`src/rtl/fb_pkg.sv`:
```
// Frame buffer controller package.
// Holds the default frame geometry / data widths and the controller state
// encoding shared by framebuf_ctrl and its read-port sub-module.
package fb_pkg;

    localparam int unsigned FB_ADDR_W       = 17;
    localparam int unsigned FB_DATA_W       = 24;
    localparam int unsigned FB_FRAME_PIXELS = 76800;   // 320x240

    localparam logic [1:0] ST_IDLE       = 2'd0;
    localparam logic [1:0] ST_WAIT_VSYNC = 2'd1;
    localparam logic [1:0] ST_CAPTURE    = 2'd2;
    localparam logic [1:0] ST_DONE       = 2'd3;

endpackage

```
`src/rtl/fb_rd_port.sv`:
```
// CPU read pipeline for the shared frame buffer RAM port.
// Ports:
//   clk, rst          - clock, asynchronous active-low reset
//   cpu_rd_addr_i     - CPU read address (stable while the request is held)
//   grant_i           - arbiter grants a read this cycle
//   ram_rdata_i       - RAM read data, valid one cycle after the read is on the port
//   rd_busy_o         - a granted read is still in flight
//   ram_issue_o       - grant that actually needs a RAM access (address in range)
//   cpu_rd_data_o     - read data, held after the valid pulse
//   cpu_rd_valid_o    - one-cycle valid pulse, two cycles after the grant
module fb_rd_port
    import fb_pkg::*;
#(
    parameter int unsigned ADDR_W       = FB_ADDR_W,
    parameter int unsigned DATA_W       = FB_DATA_W,
    parameter int unsigned FRAME_PIXELS = FB_FRAME_PIXELS
) (
    input  logic              clk,
    input  logic              rst,
    input  logic [ADDR_W-1:0] cpu_rd_addr_i,
    input  logic              grant_i,
    input  logic [DATA_W-1:0] ram_rdata_i,
    output logic              rd_busy_o,
    output logic              ram_issue_o,
    output logic [DATA_W-1:0] cpu_rd_data_o,
    output logic              cpu_rd_valid_o
);

    localparam logic [ADDR_W:0] FP_LIMIT = (ADDR_W+1)'(FRAME_PIXELS);

    logic              addr_oor;
    logic              s1_q, s1_oor_q;
    logic              s2_q, s2_oor_q;
    logic [DATA_W-1:0] data_q;
    logic [DATA_W-1:0] rd_now;

    assign addr_oor    = ({1'b0, cpu_rd_addr_i} >= FP_LIMIT);
    assign ram_issue_o = grant_i & ~addr_oor;

    // Out-of-range reads still walk the pipeline so the valid pulse keeps
    // the same latency; they simply return zero instead of RAM data.
    assign rd_now = s2_oor_q ? '0 : ram_rdata_i;

    always_ff @(posedge clk or negedge rst) begin
        if (!rst) begin
            s1_q     <= 1'b0;
            s1_oor_q <= 1'b0;
            s2_q     <= 1'b0;
            s2_oor_q <= 1'b0;
            data_q   <= '0;
        end else begin
            s1_q     <= grant_i;
            s1_oor_q <= grant_i & addr_oor;
            s2_q     <= s1_q;
            s2_oor_q <= s1_oor_q;
            if (s2_q) begin
                data_q <= rd_now;
            end
        end
    end

    // Busy through the valid cycle, so a still-held request re-issues only
    // one cycle after the CPU has seen valid.
    assign rd_busy_o      = s1_q | s2_q;
    assign cpu_rd_valid_o = s2_q;
    assign cpu_rd_data_o  = s2_q ? rd_now : data_q;

endmodule

```
`src/rtl/framebuf_ctrl.sv`:
```
// Frame buffer controller: captures one camera frame into the single-port
// frame RAM and arbitrates CPU reads onto the same port (writes win).
// Ports:
//   clk, rst                  - clock, asynchronous active-low reset
//   start, abort              - one-cycle command pulses (abort wins)
//   vsync, pixel_valid/_data  - capture stream
//   cpu_rd_req/_addr          - CPU read request (level, held until valid)
//   cpu_rd_data/_valid        - CPU read response
//   ram_en/_rw/_addr/_wdata   - registered RAM port, ram_rdata returned
//   busy, frame_done, short_frame, pix_count - status
module framebuf_ctrl
    import fb_pkg::*;
#(
    parameter int unsigned ADDR_W       = FB_ADDR_W,
    parameter int unsigned DATA_W       = FB_DATA_W,
    parameter int unsigned FRAME_PIXELS = FB_FRAME_PIXELS
) (
    input  logic              clk,
    input  logic              rst,
    input  logic              start,
    input  logic              abort,
    input  logic              vsync,
    input  logic              pixel_valid,
    input  logic [DATA_W-1:0] pixel_data,
    input  logic              cpu_rd_req,
    input  logic [ADDR_W-1:0] cpu_rd_addr,
    output logic [DATA_W-1:0] cpu_rd_data,
    output logic              cpu_rd_valid,
    output logic              ram_en,
    output logic              ram_rw,
    output logic [ADDR_W-1:0] ram_addr,
    output logic [DATA_W-1:0] ram_wdata,
    input  logic [DATA_W-1:0] ram_rdata,
    output logic              busy,
    output logic              frame_done,
    output logic              short_frame,
    output logic [ADDR_W-1:0] pix_count
);

    localparam logic [ADDR_W-1:0] LAST_ADDR = ADDR_W'(FRAME_PIXELS - 1);

    logic [1:0]        state_q, state_d;
    logic [ADDR_W-1:0] wr_ptr_q, wr_ptr_d;
    logic              done_q, done_d;
    logic              short_q, short_d;
    logic              vsync_d_q;
    logic              vsync_rise;
    logic              pix_wr;

    logic              ram_en_q, ram_rw_q;
    logic [ADDR_W-1:0] ram_addr_q;
    logic [DATA_W-1:0] ram_wdata_q;

    logic              rd_busy, rd_grant, rd_issue;

    assign vsync_rise = vsync & ~vsync_d_q;

    always_comb begin
        state_d  = state_q;
        wr_ptr_d = wr_ptr_q;
        done_d   = done_q;
        short_d  = short_q;
        pix_wr   = 1'b0;
        if (abort) begin
            state_d = ST_IDLE;
            done_d  = 1'b0;
            short_d = 1'b0;
        end else begin
            case (state_q)
                ST_IDLE, ST_DONE: begin
                    if (start) begin
                        state_d  = ST_WAIT_VSYNC;
                        wr_ptr_d = '0;
                        done_d   = 1'b0;
                        short_d  = 1'b0;
                    end
                end
                ST_WAIT_VSYNC: begin
                    if (vsync_rise) begin
                        state_d = ST_CAPTURE;
                    end
                end
                ST_CAPTURE: begin
                    // A pixel coinciding with the terminating vsync is dropped.
                    if (vsync_rise) begin
                        state_d = ST_DONE;
                        done_d  = 1'b1;
                        short_d = 1'b1;
                    end else if (pixel_valid) begin
                        pix_wr   = 1'b1;
                        wr_ptr_d = wr_ptr_q + 1'b1;
                        if (wr_ptr_q == LAST_ADDR) begin
                            state_d = ST_DONE;
                            done_d  = 1'b1;
                            short_d = 1'b0;
                        end
                    end
                end
                default: state_d = ST_IDLE;
            endcase
        end
    end

    always_ff @(posedge clk or negedge rst) begin
        if (!rst) begin
            state_q   <= ST_IDLE;
            wr_ptr_q  <= '0;
            done_q    <= 1'b0;
            short_q   <= 1'b0;
            vsync_d_q <= 1'b0;
        end else begin
            state_q   <= state_d;
            wr_ptr_q  <= wr_ptr_d;
            done_q    <= done_d;
            short_q   <= short_d;
            vsync_d_q <= vsync;
        end
    end

    // Pixel writes own the port whenever one is issued this cycle.
    assign rd_grant = cpu_rd_req & ~rd_busy & ~pix_wr;

    fb_rd_port #(
        .ADDR_W       (ADDR_W),
        .DATA_W       (DATA_W),
        .FRAME_PIXELS (FRAME_PIXELS)
    ) u_rd_port (
        .clk            (clk),
        .rst            (rst),
        .cpu_rd_addr_i  (cpu_rd_addr),
        .grant_i        (rd_grant),
        .ram_rdata_i    (ram_rdata),
        .rd_busy_o      (rd_busy),
        .ram_issue_o    (rd_issue),
        .cpu_rd_data_o  (cpu_rd_data),
        .cpu_rd_valid_o (cpu_rd_valid)
    );

    always_ff @(posedge clk or negedge rst) begin
        if (!rst) begin
            ram_en_q    <= 1'b0;
            ram_rw_q    <= 1'b0;
            ram_addr_q  <= '0;
            ram_wdata_q <= '0;
        end else if (pix_wr) begin
            ram_en_q    <= 1'b1;
            ram_rw_q    <= 1'b1;
            ram_addr_q  <= wr_ptr_q;
            ram_wdata_q <= pixel_data;
        end else if (rd_issue) begin
            ram_en_q    <= 1'b1;
            ram_rw_q    <= 1'b0;
            ram_addr_q  <= cpu_rd_addr;
        end else begin
            ram_en_q    <= 1'b0;
        end
    end

    assign ram_en      = ram_en_q;
    assign ram_rw      = ram_rw_q;
    assign ram_addr    = ram_addr_q;
    assign ram_wdata   = ram_wdata_q;
    assign busy        = (state_q == ST_WAIT_VSYNC) || (state_q == ST_CAPTURE);
    assign frame_done  = done_q;
    assign short_frame = short_q;
    assign pix_count   = wr_ptr_q;

endmodule
```
`config.mk`:
```
export PLATFORM = sky130hd
export DESIGN_NAME = framebuf_ctrl
export DESIGN_NICKNAME = d
export VERILOG_FILES = /design/src/rtl/fb_pkg.sv /design/src/rtl/fb_rd_port.sv /design/src/rtl/framebuf_ctrl.sv
export SDC_FILE = /design/constraint.sdc
export NUM_CORES = 1
export LEC_CHECK = 0
export BUFFER_PORTS_ARGS = -buffer_cell sky130_fd_sc_hd__clkbuf_2
export CAP_MARGIN = 0
export CORE_MARGIN = 2
export CORE_UTILIZATION = 45
export DETAILED_ROUTE_END_ITERATION = 6
export GPL_TIMING_DRIVEN = 1
export PLACE_DENSITY = 0.73
export SLEW_MARGIN = 20
export SYNTH_ARGS = -nofsm -noshare
export SYNTH_HDL_FRONTEND = slang
export SYNTH_SLANG_ARGS = --single-unit
```
`constraint.sdc`:
```
create_clock -name clk -period 3.2 [get_ports clk]
set_input_delay 0.8 -clock clk [delete_from_list [all_inputs] [get_ports clk]]
set_output_delay 0.8 -clock clk [all_outputs]
set_load 0.05 [all_outputs]
```
==> impl_summary.md, run 1 <==
Drt
The length of the first detailed-routing pass in iterations is 4. The number of DRC violations after detailed-routing iteration 0 is 149. The final layout contains routed wiring with a total length of 10,350 um. Once detail routing completed, the nets flagged for antenna violations numbered 0.

The routed via count divided by cell count is 5.187. Across all layers, the routed design uses 3,475 vias. The detailed-route DRC error count is 0.

The average wire per cell in the routed design is 15.44 um.

Logic synthesis
The average instance area after synthesis is 11.25 sq um. The main flop type after synthesis is sky130_fd_sc_hd__dfrtp_1. The area share of and/or/nand/nor cells after synthesis is 15.54%. The Yosys step of the flow raised 0 warnings. Of all flip-flops after synthesis, the portion carrying an async set or reset was 100.0%. For this run, the register share of the synthesized area comes to 54.43%. The main combinational cell family by area after synthesis is simple AND/OR/NAND/NOR gates. The number of synthesized register bits is 93. The adder-cell share of the synthesized area is 1.171%. The unique cell type count in the Yosys netlist is 51.

Summing the areas of all xor and xnor instances in the mapped netlist gives 0% of the synthesized area. The post-synthesis net count is 456. The multiplexer fraction of the synthesized cell area is 11.71%. Synthesis produced a netlist whose cell count is 380.

The number of synthesized flops with an enable pin is 0. After synthesis the cells add up to 0.004275 sq mm. The compound-cell area share of the yosys netlist is 11.74%.

CTS
The number of buffers inserted for hold repair after clock tree synthesis is 0. After clock tree synthesis, the repair step resized 0 gates. The H-tree was split into 3 levels. The clock-pin slew on the worst setup and hold paths is 0.09 ns. The number of buffers inserted to repair setup after CTS is 0. Clock tree synthesis selected as its root buffer the cell sky130_fd_sc_hd__clkbuf_8.

The latest clock arrival within the worst-skew pair is 0.35 ns. The total CTS buffers is 9. The clock net in this run drives a total of 93 sinks. TritonCTS built the clock tree. The number of buffers between clock root and the deepest sink is 2.

STA
Derived from the worst setup path, the maximum achievable clock frequency is 367.9 MHz. Adding up every negative setup slack in the final design gives 0 ns. The clock period minus worst slack is 2.718 ns.

The total count of hold-check failures in the final report is 0. The final number of max-transition violations is 0. On the final layout, the worst clock skew is 0.008609 ns. Setup violations remaining at the end of the flow were counted as 0. In this run the tightest slew margin relative to its limit is 52.56%. The share of the clock period used by the worst path after layout is 84.93%. Setup repair after global routing left no endpoint under its margin. The transition at the pin with the smallest max-transition slack is 0.7041 ns. Setup slack closes at 0.4822 ns.

Finish
At the end of the flow, the number of nets in the layout was 612. In the layout the commonest cells are sky130_fd_sc_hd__clkbuf_2, sky130_fd_sc_hd__dfrtp_1, sky130_fd_sc_hd__nand2_1, sky130_fd_sc_hd__mux2_2, sky130_fd_sc_hd__inv_1. The repair_antennas step left the layout with diodes totalling 0. The area growth from synthesis to layout is 25.23%. The final cell utilization of the core is 57.94%. Cells with a size suffix above 1 make up 46.21% of the layout. Leaving out fill and tap cells, the most frequent cell in the layout is sky130_fd_sc_hd__clkbuf_2. The final non-filler cell total is 670.

GRT
The initial antenna violation count is 0. The via count of the first global-routing pass came to 3,432. Across every metal layer, demand over resource in global routing totals 20.46%. The overflow left after global routing is 0. Entering global routing, the biggest net connects 54 pins.

The wire length of the first global-routing pass is 16,530 um.

Worst setup path
The delay of the slowest critical-path stage is 0.37 ns. The worst register-to-register path ends at ram_addr[14]. STA puts the critical path data required time at 2.40 ns. The buffers plus inverters on the worst setup path is 2.

For this design, the slowest cell found on the critical path is sky130_fd_sc_hd__nor2b_1. Counting cells, the worst reg-to-reg path comes to 6. The family of cells with the greatest summed delay on the critical path is buffers and inverters. STA classifies the critical path startpoint as a flip-flop. In this run the worst setup path terminates at cpu_rd_data[8]. The launching point of the worst reg2reg path is state_q[0]. The signal on the critical path passes through nor2b_1 > buf_4 > nand2_1 > o21ai_0 > clkbuf_2.

STA classifies the critical path endpoint as a primary output. The critical path depth is 5. The worst-path maximum fanout is 18. Data arrives at the worst endpoint at 1.92 ns. The reg-to-reg setup timing slack is 0.82 ns. Tracing the worst setup path back leads to its startpoint at u_rd_port.cpu_rd_valid_o. The classification of the worst setup path is flip-flop to primary output.

Floorplan
The number of rows created at floorplan is 35. For this configuration, the core starts out at a cell density of 46.27%. The die outline width is 101.5 um.

The total I/O pin count is 160. The overall die area is 0.01030 sq mm. The core area is 0.009240 sq mm. The die is 101.5 um tall.

Place
Once placement completed, the tool counted placed cells totaling 654. After legalization and detailed placement, the total HPWL measured 7737 um. The count of input and output buffers is 159. The final weighted congestion in routability-driven placement is 0.8802.

The worst setup timing slack at the placement stage is 0.7165 ns.

Worst hold path
The path class of the tightest hold or removal check is flip-flop to flip-flop.

Power and ir drop
Dividing total power by cell area gives a power density of 943.4 mW/mm^2. The leakage component of the power is 2.662 nW. The maximum resistive drop on vdd is 431.5 uV.

Run
The max-capacitance violation count is 0.

Outcome
The run finished with clean final reports.
==> synth_stat cells, types with 5 or more instances <==
cell type	number	share of area [%]
sky130_fd_sc_hd__buf_2	5	0.59
sky130_fd_sc_hd__nand4_1	6	0.88
sky130_fd_sc_hd__o221a_2	10	2.6
sky130_fd_sc_hd__o21ai_0	30	3.5
sky130_fd_sc_hd__clkbuf_1	6	0.53
sky130_fd_sc_hd__inv_1	31	2.7
sky130_fd_sc_hd__or4_1	7	1.2
sky130_fd_sc_hd__or2_2	10	1.5
sky130_fd_sc_hd__dfrtp_1	93	54
sky130_fd_sc_hd__a21oi_1	8	0.94
sky130_fd_sc_hd__o31ai_1	10	1.8
sky130_fd_sc_hd__nand2_1	40	3.5
sky130_fd_sc_hd__mux2i_1	5	1.2
sky130_fd_sc_hd__nand2b_1	7	1.0
sky130_fd_sc_hd__nand3_1	13	1.5
sky130_fd_sc_hd__mux2_2	40	11
==> worst min path at each step <==
stage                                  start            endpoint  cells after the start
after floorplan           u_rd_port.s1_oor_q  u_rd_port.s2_oor_q                      0
after global placement    u_rd_port.s1_oor_q  u_rd_port.s2_oor_q                      0
final                     u_rd_port.s1_oor_q  u_rd_port.s2_oor_q                      0
after CTS                 u_rd_port.s1_oor_q  u_rd_port.s2_oor_q                      0
after global routing      u_rd_port.s1_oor_q  u_rd_port.s2_oor_q                      0
after detailed placement  u_rd_port.s1_oor_q  u_rd_port.s2_oor_q                      0
==> cell families after synthesis <==
| family | count (synthesis) |
|---|---|
| AND/OR/NAND/NOR | 115 |
| flip-flops | 93 |
| AO/OA/AOI/OAI | 73 |
| buffers and inverters | 50 |
| multiplexers | 45 |
| adder cells (fa/ha/maj) | 4 |
==> routing by layer <==
layer  global-route usage (%)  vias up  wire, um
met5                        0        -         0
met4                    6.445        0       109
met3                    5.245       15       745
met2                    33.47      134      5020
met1                    26.86     1658      4470
li1                         -     1668         -
==> state kept, by name, indices dropped and copies added, names as in the netlist, 2 cells and up <==
signal            count
pix_count            17
ram_addr             17
ram_wdata            24
state_q               2
u_rd_port.data_q     24
==> through the flow <==
stage	total power [mW]	instance area [sq um]	hold slack (ns)
2_1_floorplan	3.743	4275	0.3312
3_3_place_gp	4.304	5170	0.3378
3_5_place_dp	4.369	5170	0.3363
4_1_cts	5.102	5354	0.3536
5_1_grt	5.337	5354	0.3691
6_report	5.051	5354	0.3515
==> area by class of cell <==
| type | instances | area (sq um) |
|---|---|---|
| fill | 833 | 3886 |
| sequential | 93 | 2327 |
| multi-input combinational | 237 | 1717 |
| timing repair buffer | 164 | 848.3 |
| tap | 129 | 161.4 |
| clock buffer | 10 | 137.6 |
| inverter | 31 | 116.4 |
| clock inverter | 6 | 46.29 |
==> worst reg2reg max path, cell delays in order, from the launching register on <==
cell	delay, ns
sky130_fd_sc_hd__dfrtp_1	0.42
sky130_fd_sc_hd__inv_1	0.07
sky130_fd_sc_hd__ha_1	0.39
sky130_fd_sc_hd__nor2b_4	0.28
sky130_fd_sc_hd__nand3_4	0.29
sky130_fd_sc_hd__nand2_2	0.44
sky130_fd_sc_hd__mux2_2	0.39
==> where the power goes <==
| part | internal, mW | total (mW) | switching, mW |
|---|---|---|---|
| registers | 1.55 | 1.74 | 0.185 |
| clock network | 0.308 | 0.726 | 0.419 |
| logic | 0.647 | 2.59 | 1.94 |
Note: power is estimated with default switching activity, not from simulation.
==> run 2: changes to the inputs <==
--- a/config.mk
+++ b/config.mk
@@ -11,7 +11,7 @@
 export CORE_UTILIZATION = 45
 export DETAILED_ROUTE_END_ITERATION = 6
 export GPL_TIMING_DRIVEN = 1
-export PLACE_DENSITY = 0.73
+export PLACE_DENSITY = 0.76
 export SLEW_MARGIN = 20
 export SYNTH_ARGS = -nofsm -noshare
 export SYNTH_HDL_FRONTEND = slang
==> constraint.sdc (replaced) <==
create_clock -name clk -period 2.3 [get_ports clk]
set_input_delay 0.575 -clock clk [delete_from_list [all_inputs] [get_ports clk]]
set_output_delay 0.575 -clock clk [all_outputs]
set_load 0.05 [all_outputs]
==> run 2 against run 1 <==
Wire length down 0.86%. Count of clock-buffer cells in the layout increased by 1. Setup slack got worse by 0.37 ns. Sequential share of layout area is 1.7 points lower. Register-to-register slack lost 0.66 ns. Utilization increased by 2.4 points. Cell area is 4.1% higher. Combinational power rose by 47%. Clock power up 40%. First-iteration DRC count grew 4.7%. Power rose by 43%. Sequential power grew 39%. Critical path type unchanged. Highest routed layer unchanged.
==> impl_summary.md, run 2 (synthesized netlist as in run 1, its figures left out) <==
Worst setup path
The worst register-to-register path ends at ram_wdata[6]. The kind of end point of the critical path is a primary output. For the worst setup path, the data required time is 1.73 ns. Walking the worst path, the cells encountered are nor2b_1 > buf_4 > nand2_1 > o21ai_1 > clkbuf_2. On the worst path, the slowest cell contributes a delay of 0.39 ns. The worst register-to-register path has a depth of 7. The arrival time at the worst endpoint is 1.61 ns. The reg-to-reg setup timing slack is 0.16 ns.

The critical path starts at u_rd_port.cpu_rd_valid_o. Among all stages on the critical path, the largest delay is contributed by sky130_fd_sc_hd__dfrtp_2. The worst register-to-register path begins at state_q[0]. The classification of the worst setup path is flip-flop to primary output.

The buffers plus inverters on the worst setup path is 2. The family of cells with the greatest summed delay on the critical path is buffers and inverters. The sort of element at the start of the critical path is a flip-flop.

The worst-path maximum fanout is 23.

CTS
In this run, post-CTS hold repair placed 0 buffers. The clock drives 93 sinks. The number of H-tree levels is 3.

The clock root buffer master is sky130_fd_sc_hd__clkbuf_8. Clock tree synthesis inserted a total of 9 buffers. TritonCTS built the clock tree. Once the clock tree was built, the setup fixing pass inserted 0 buffers. The number of buffers between clock root and the deepest sink is 2.

The latest clock arrival within the worst-skew pair is 0.35 ns. After clock tree synthesis, the clock-pin slew on the worst setup and hold paths is 0.10 ns.

STA
Timing would allow up to 457.0 MHz. In this run the tightest slew margin relative to its limit is 55.44%. The clock period minus worst slack is 2.188 ns. The final worst slack is 0.1117 ns. The total count of hold-check failures in the final report is 0. The clock arrives with 0.01356 ns of skew. Across all hold checks on the routed design, the worst slack comes to 0.1583 ns. The transition at the pin with the smallest max-transition slack is 0.6683 ns.

The final setup violation count is 0. After routing, the total negative slack on setup checks comes to 0 ns. The final number of max-transition violations came to 0. The share of the clock period used by the worst path after layout is 95.14%.

Worst hold path
The path class of the tightest hold or removal check is input pin to asynchronous set/reset pin.

Drt
The total detailed-routing wirelength is 10,260 um. The detailed router used layers up to and including met4. The pre-antenna-repair detailed-routing pass consisted of 4 iterations. For this run, design rule violations remaining after detail routing come to 0. The detailed router placed 3,554 vias in this run. The number of DRC violations after detailed-routing iteration 0 is 156. In this run the remaining antenna-violating nets after routing total 0. Summed over all nets, wire length on met2 after detailed routing comes to 4862 um. Detailed routing placed a total of 674 um of wire on met3. Dividing the detail-routed wire length by the instance count gives 15.08 um.

Dividing the detail-routed via count by the number of cells gives 5.226. The wire length the detailed router placed on met1 is 4527 um.

Place
The post-DP HPWL is 7886 um. The count of input and output buffers is 159. The final weighted congestion in routability-driven placement is 0.8502. The post-placement cell area is 0.005370 sq mm.

The placed cell count is 664. OpenSTA, run right after detailed placement, puts the worst setup slack at 0.1014 ns.

Finish
At the end of the flow, the number of nets in the layout was 622. The final non-filler cell total is 680. The fraction of layout cells with a size suffix above 1 is 51.36%. The number of antenna diodes in the final layout is 0. The synthesis-to-layout area growth is 30.32%. The number of fillers in the final layout is 800.

The library cells used most frequently in the layout, excluding fill and tap cells, are sky130_fd_sc_hd__clkbuf_2, sky130_fd_sc_hd__dfrtp_1, sky130_fd_sc_hd__mux2_2, sky130_fd_sc_hd__nand2_1, sky130_fd_sc_hd__inv_1. The most common cell after layout, fill and taps aside is sky130_fd_sc_hd__clkbuf_2. After routing the design area is 0.005572 sq mm. Measured on the finished design, the core utilization comes to 60.30%.

Power and ir drop
The leakage component of the power is 2.758 nW. The overall power of the completed layout is 7.239 mW. Dividing total power by cell area gives a power density of 1299 mW/mm^2. The maximum resistive drop on vdd is 915.0 uV.

GRT
The via count of the first global-routing pass was 3,441. The initial antenna violation count came to 0. The global-route total usage across every layer is 20.15%. Entering global routing, the biggest net connects 36 pins.

The wire length of the first global-routing pass is 16,390 um. The overflow left after global routing is 0.

Floorplan
Pin placement for this block handled 160 I/O pins. After floorplanning, the core was divided into 35 placement rows. The initial utilization of the core area, before any placement, comes to 46.27%. The die is 101.5 um wide. The overall die area is 0.01030 sq mm.

The die is 101.5 um tall. The floorplan step defined a core boundary enclosing 0.009240 sq mm.

Outcome
The flow ran to the end, and the final reports show no timing, DRC or antenna violations.

Run
The tool flagged a number of max-cap violations equal to 0.
run 2: final cells by class:
class                      instances  area (sq um)  share of cell area, %
clock inverter                     5         43.79                 0.7860
tap                              129         161.4                  2.897
sequential                        93          2328                  41.79
clock buffer                      11         141.4                  2.538
inverter                          31         116.4                  2.088
multi-input combinational        237          1807                  32.43
timing repair buffer             174         973.4                  17.47
run 2: how the worst max path moves through the flow:
| stage | depth (start not counted) | slack, ns | to |
|---|---|---|---|
| finish | 5 | 0.11 | cpu_rd_data[23] |
| global route | 5 | -0.01 | cpu_rd_data[23] |
| CTS | 5 | 0.07 | cpu_rd_data[10] |
| detailed placement | 6 | 0.10 | pix_count[2] |
| global placement | 6 | 0.15 | pix_count[2] |
| floorplan | 5 | 0.03 | cpu_rd_data[0] |
run 2: per-layer routing:
| layer | GRT usage, % | up-vias |
|---|---|---|
| li1 | - | 1696 |
| met1 | 27.46 | 1701 |
| met2 | 32.25 | 139 |
| met3 | 4.141 | 18 |
| met4 | 6.965 | 0 |
| met5 | 0 | - |
run 2: worst reg2reg max path, delay by kind of cell, from the launching register on:
| kind | cells | cell delay, ns |
|---|---|---|
| fa+ha+maj | 1 | 0.21 |
| simple gates | 2 | 0.46 |
| buf+inv | 3 | 0.58 |
| flops | 1 | 0.41 |
| mux | 1 | 0.38 |
run 2: timing repair:
item / 4_1_cts / 5_1_grt
setup endpoints to repair: 0 / 19
endpoints found under the hold margin: 0 / 0
resized for setup: 0 / 10
run 2: power by group:
group	total, mW	leakage [nW]	internal, mW	switching [mW]
combinational	3.80	1.50	1.03	2.76
sequential	2.42	1.17	2.16	0.261
clock	1.02	0.0877	0.435	0.589
total	7.24	2.76	3.63	3.61
==> run 3: changes to the inputs <==
--- a/config.mk
+++ b/config.mk
@@ -9,9 +9,11 @@
 export CAP_MARGIN = 0
 export CORE_MARGIN = 2
 export CORE_UTILIZATION = 45
+export CTS_CLUSTER_SIZE = 10
 export DETAILED_ROUTE_END_ITERATION = 6
 export GPL_TIMING_DRIVEN = 1
 export PLACE_DENSITY = 0.76
+export RECOVER_POWER = 50
 export SLEW_MARGIN = 20
 export SYNTH_ARGS = -nofsm -noshare
 export SYNTH_HDL_FRONTEND = slang
==> run 3 against run 2 <==
Sequential power barely moved. Highest routed layer unchanged. First-iteration DRC count fell by 10%. Via count rose by 0.65%. Critical path type unchanged. Sequential share of layout area rose by 0.20 points. Clock skew barely moved.
==> impl_summary.md, run 3 (synthesized netlist as in run 1, its figures left out) <==
Drt
The first detailed-routing pass took 7 iterations. After detailed routing, the number of vias per cell comes to 5.260. In this run, the number of DRC markers left after iteration 0 of detailed routing was 140. The total detailed-routing wirelength is 10,260 um. After detailed routing, the number of remaining DRC violations is 0. The met3 wire length is 651 um. In the final routed layout, each cell accounts on average for 15.09 um.

For this block, wires on met1 add up to 4555 um. After detailed routing, no signal wire sits above met4. The total met2 wirelength after detailed routing is 4862 um. Summing over every cut layer, the via total after detailed routing is 3,577. The count of nets left with antenna violations after detail routing is 0.

Worst setup path
The worst setup path is of the flip-flop to primary output kind. The endpoint of the worst register-to-register path is ram_wdata[6]. The required time of the critical path is 1.73 ns.

The sort of element at the start of the critical path is a flip-flop. The kind of end point of the critical path is a primary output. The worst-path maximum fanout is 23. STA puts the critical path data arrival time at 1.61 ns.

The reg-to-reg setup timing slack is 0.16 ns. The worst register-to-register path begins at state_q[0]. The depth of the worst register-to-register path is 7.

STA
The final setup violation count is 0. After layout, the worst setup slack is 0.1117 ns. The relative slew slack is 37.21%. The total count of hold-check failures in the final report was 0. Dividing the final minimum period by the clock period gives 95.14%. The clock period minus worst slack is 2.188 ns.

The final clock skew is 0.01391 ns. The final number of max-transition violations came to 0. The transition at the pin with the smallest max-transition slack is 0.9419 ns. The aggregate negative setup slack is 0 ns.

Timing would allow up to 457.0 MHz.

CTS
The clock-pin slew on the worst setup and hold paths is 0.10 ns. Buffers inserted during clock tree synthesis total 9. The number of buffers inserted for hold repair after clock tree synthesis is 0. TritonCTS built the clock tree. CTS built an H-tree with a depth of 3. The number of buffers between clock root and the deepest sink is 2. For this design, the sink count on the clock tree is 93. The tree is rooted in a sky130_fd_sc_hd__clkbuf_8. For the worst-skew pair, the clock arrives at the later sink with an insertion delay of 0.35 ns.

GRT
Global routing used 20.15% of the available tracks across all layers. Entering global routing, the biggest net connects 36 pins. The wire length of the first global-routing pass is 16,390 um. Global routing finished with a remaining overflow of 0. The via count of the first global-routing pass is 3,441. The initial antenna violation count was 0.

Finish
The final cell utilization of the core is 60.01%. The number of fillers in the final layout is 804. The synthesis-to-layout area growth is 29.70%.

Leaving out fill and tap cells, the most frequent cell in the layout is sky130_fd_sc_hd__clkbuf_2. The final layout net count is 622. In the layout the commonest cells are sky130_fd_sc_hd__clkbuf_2, sky130_fd_sc_hd__dfrtp_1, sky130_fd_sc_hd__mux2_2, sky130_fd_sc_hd__nand2_1, sky130_fd_sc_hd__inv_1. The fraction of layout cells with a size suffix above 1 is 50.82%. The diode insertion count for antenna repair is 0.

Floorplan
After floorplanning, the core was sized to cover 0.009240 sq mm. The overall die area is 0.01030 sq mm. The effective utilization at floorplan is 46.27%. The die outline width is 101.5 um.

The die is 101.5 um tall. The number of rows created at floorplan is 35. During I/O placement, the number of pins put on the boundary was 160.

Worst hold path
The path class of the lowest-slack min-delay path is input pin to asynchronous set/reset pin.

Outcome
The flow ran to the end, and the final reports show no timing, DRC or antenna violations.

Place
The post-DP HPWL is 7886 um. The final weighted congestion in routability-driven placement is 0.8502. The count of buffers added on input and output ports is 159. The worst setup timing slack at the placement stage is 0.1014 ns.

Power and ir drop
The worst-case IR drop observed on VDD is 913.7 uV. In this run the power density over the cells is 1305 mW/mm^2. For this design the static power due to leakage is 2.742 nW.

Run
The max-capacitance violation count is 0.
-- run 3: changes by cell type in the layout (fill, tap and decap cells not counted), sizes merged --
cell / previous run / this run
buf: 23 / 19
clkbuf: 162 / 166
-- run 3: cell type report --
| class | count | area [sq um] | share of cell area [%] |
|---|---|---|---|
| Inverter | 31 | 116.4 | 2.098 |
| Sequential cell | 93 | 2328 | 41.99 |
| Timing Repair Buffer | 174 | 947.2 | 17.08 |
| Multi-Input combinational cell | 237 | 1807 | 32.58 |
| Clock buffer | 11 | 141.4 | 2.550 |
| Tap cell | 129 | 161.4 | 2.911 |
| Clock inverter | 5 | 43.79 | 0.7897 |
-- run 3: worst max path at each step --
stage,startpoint,end,depth (start not counted)
finish,u_rd_port.cpu_rd_valid_o,cpu_rd_data[23],5
global route,u_rd_port.cpu_rd_valid_o,cpu_rd_data[23],5
CTS,u_rd_port.cpu_rd_valid_o,cpu_rd_data[10],5
detailed placement,vsync,pix_count[2],6
global placement,vsync,pix_count[2],6
floorplan,u_rd_port.cpu_rd_valid_o,cpu_rd_data[0],5
-- run 3: timing repair --
item,in CTS,in global routing
buffers inserted,0,0
resized for setup,0,10
hold endpoints to repair,0,0
setup endpoints to repair,0,19
-- run 3: power breakdown --
part / leakage, nW / switching, mW / internal [mW]
clock: 0.0877 / 0.593 / 0.435
combinational: 1.49 / 2.76 / 1.03
sequential: 1.17 / 0.261 / 2.16
total: 2.74 / 3.62 / 3.62
-- run 3: critical path, stage by stage (launching register included) --
cell and delay (ns):
sky130_fd_sc_hd__dfrtp_2 0.39, sky130_fd_sc_hd__nor2b_1 0.13, sky130_fd_sc_hd__buf_4 0.25, sky130_fd_sc_hd__nand2_1 0.07, sky130_fd_sc_hd__o21ai_1 0.11, sky130_fd_sc_hd__clkbuf_2 0.31
-- run 3: per-stage QoR --
step | total power [mW] | instance area, sq um | std cells | hold WS (ns)
finish | 7.236 | 5545 | 680 | 0.3099
global route | 7.627 | 5545 | 680 | 0.3461
CTS | 7.294 | 5555 | 680 | 0.1662
detailed placement | 6.265 | 5370 | 664 | 0.3448
global placement | 6.161 | 5370 | 664 | 0.3399
floorplan | 5.297 | 4355 | 380 | 0.2794
-- run 3: metal layers --
metal,up-vias,global-route usage [%]
li1,1700,-
met4,0,6.965
met1,1716,27.46
met2,143,32.25
met3,18,4.141
met5,-,0
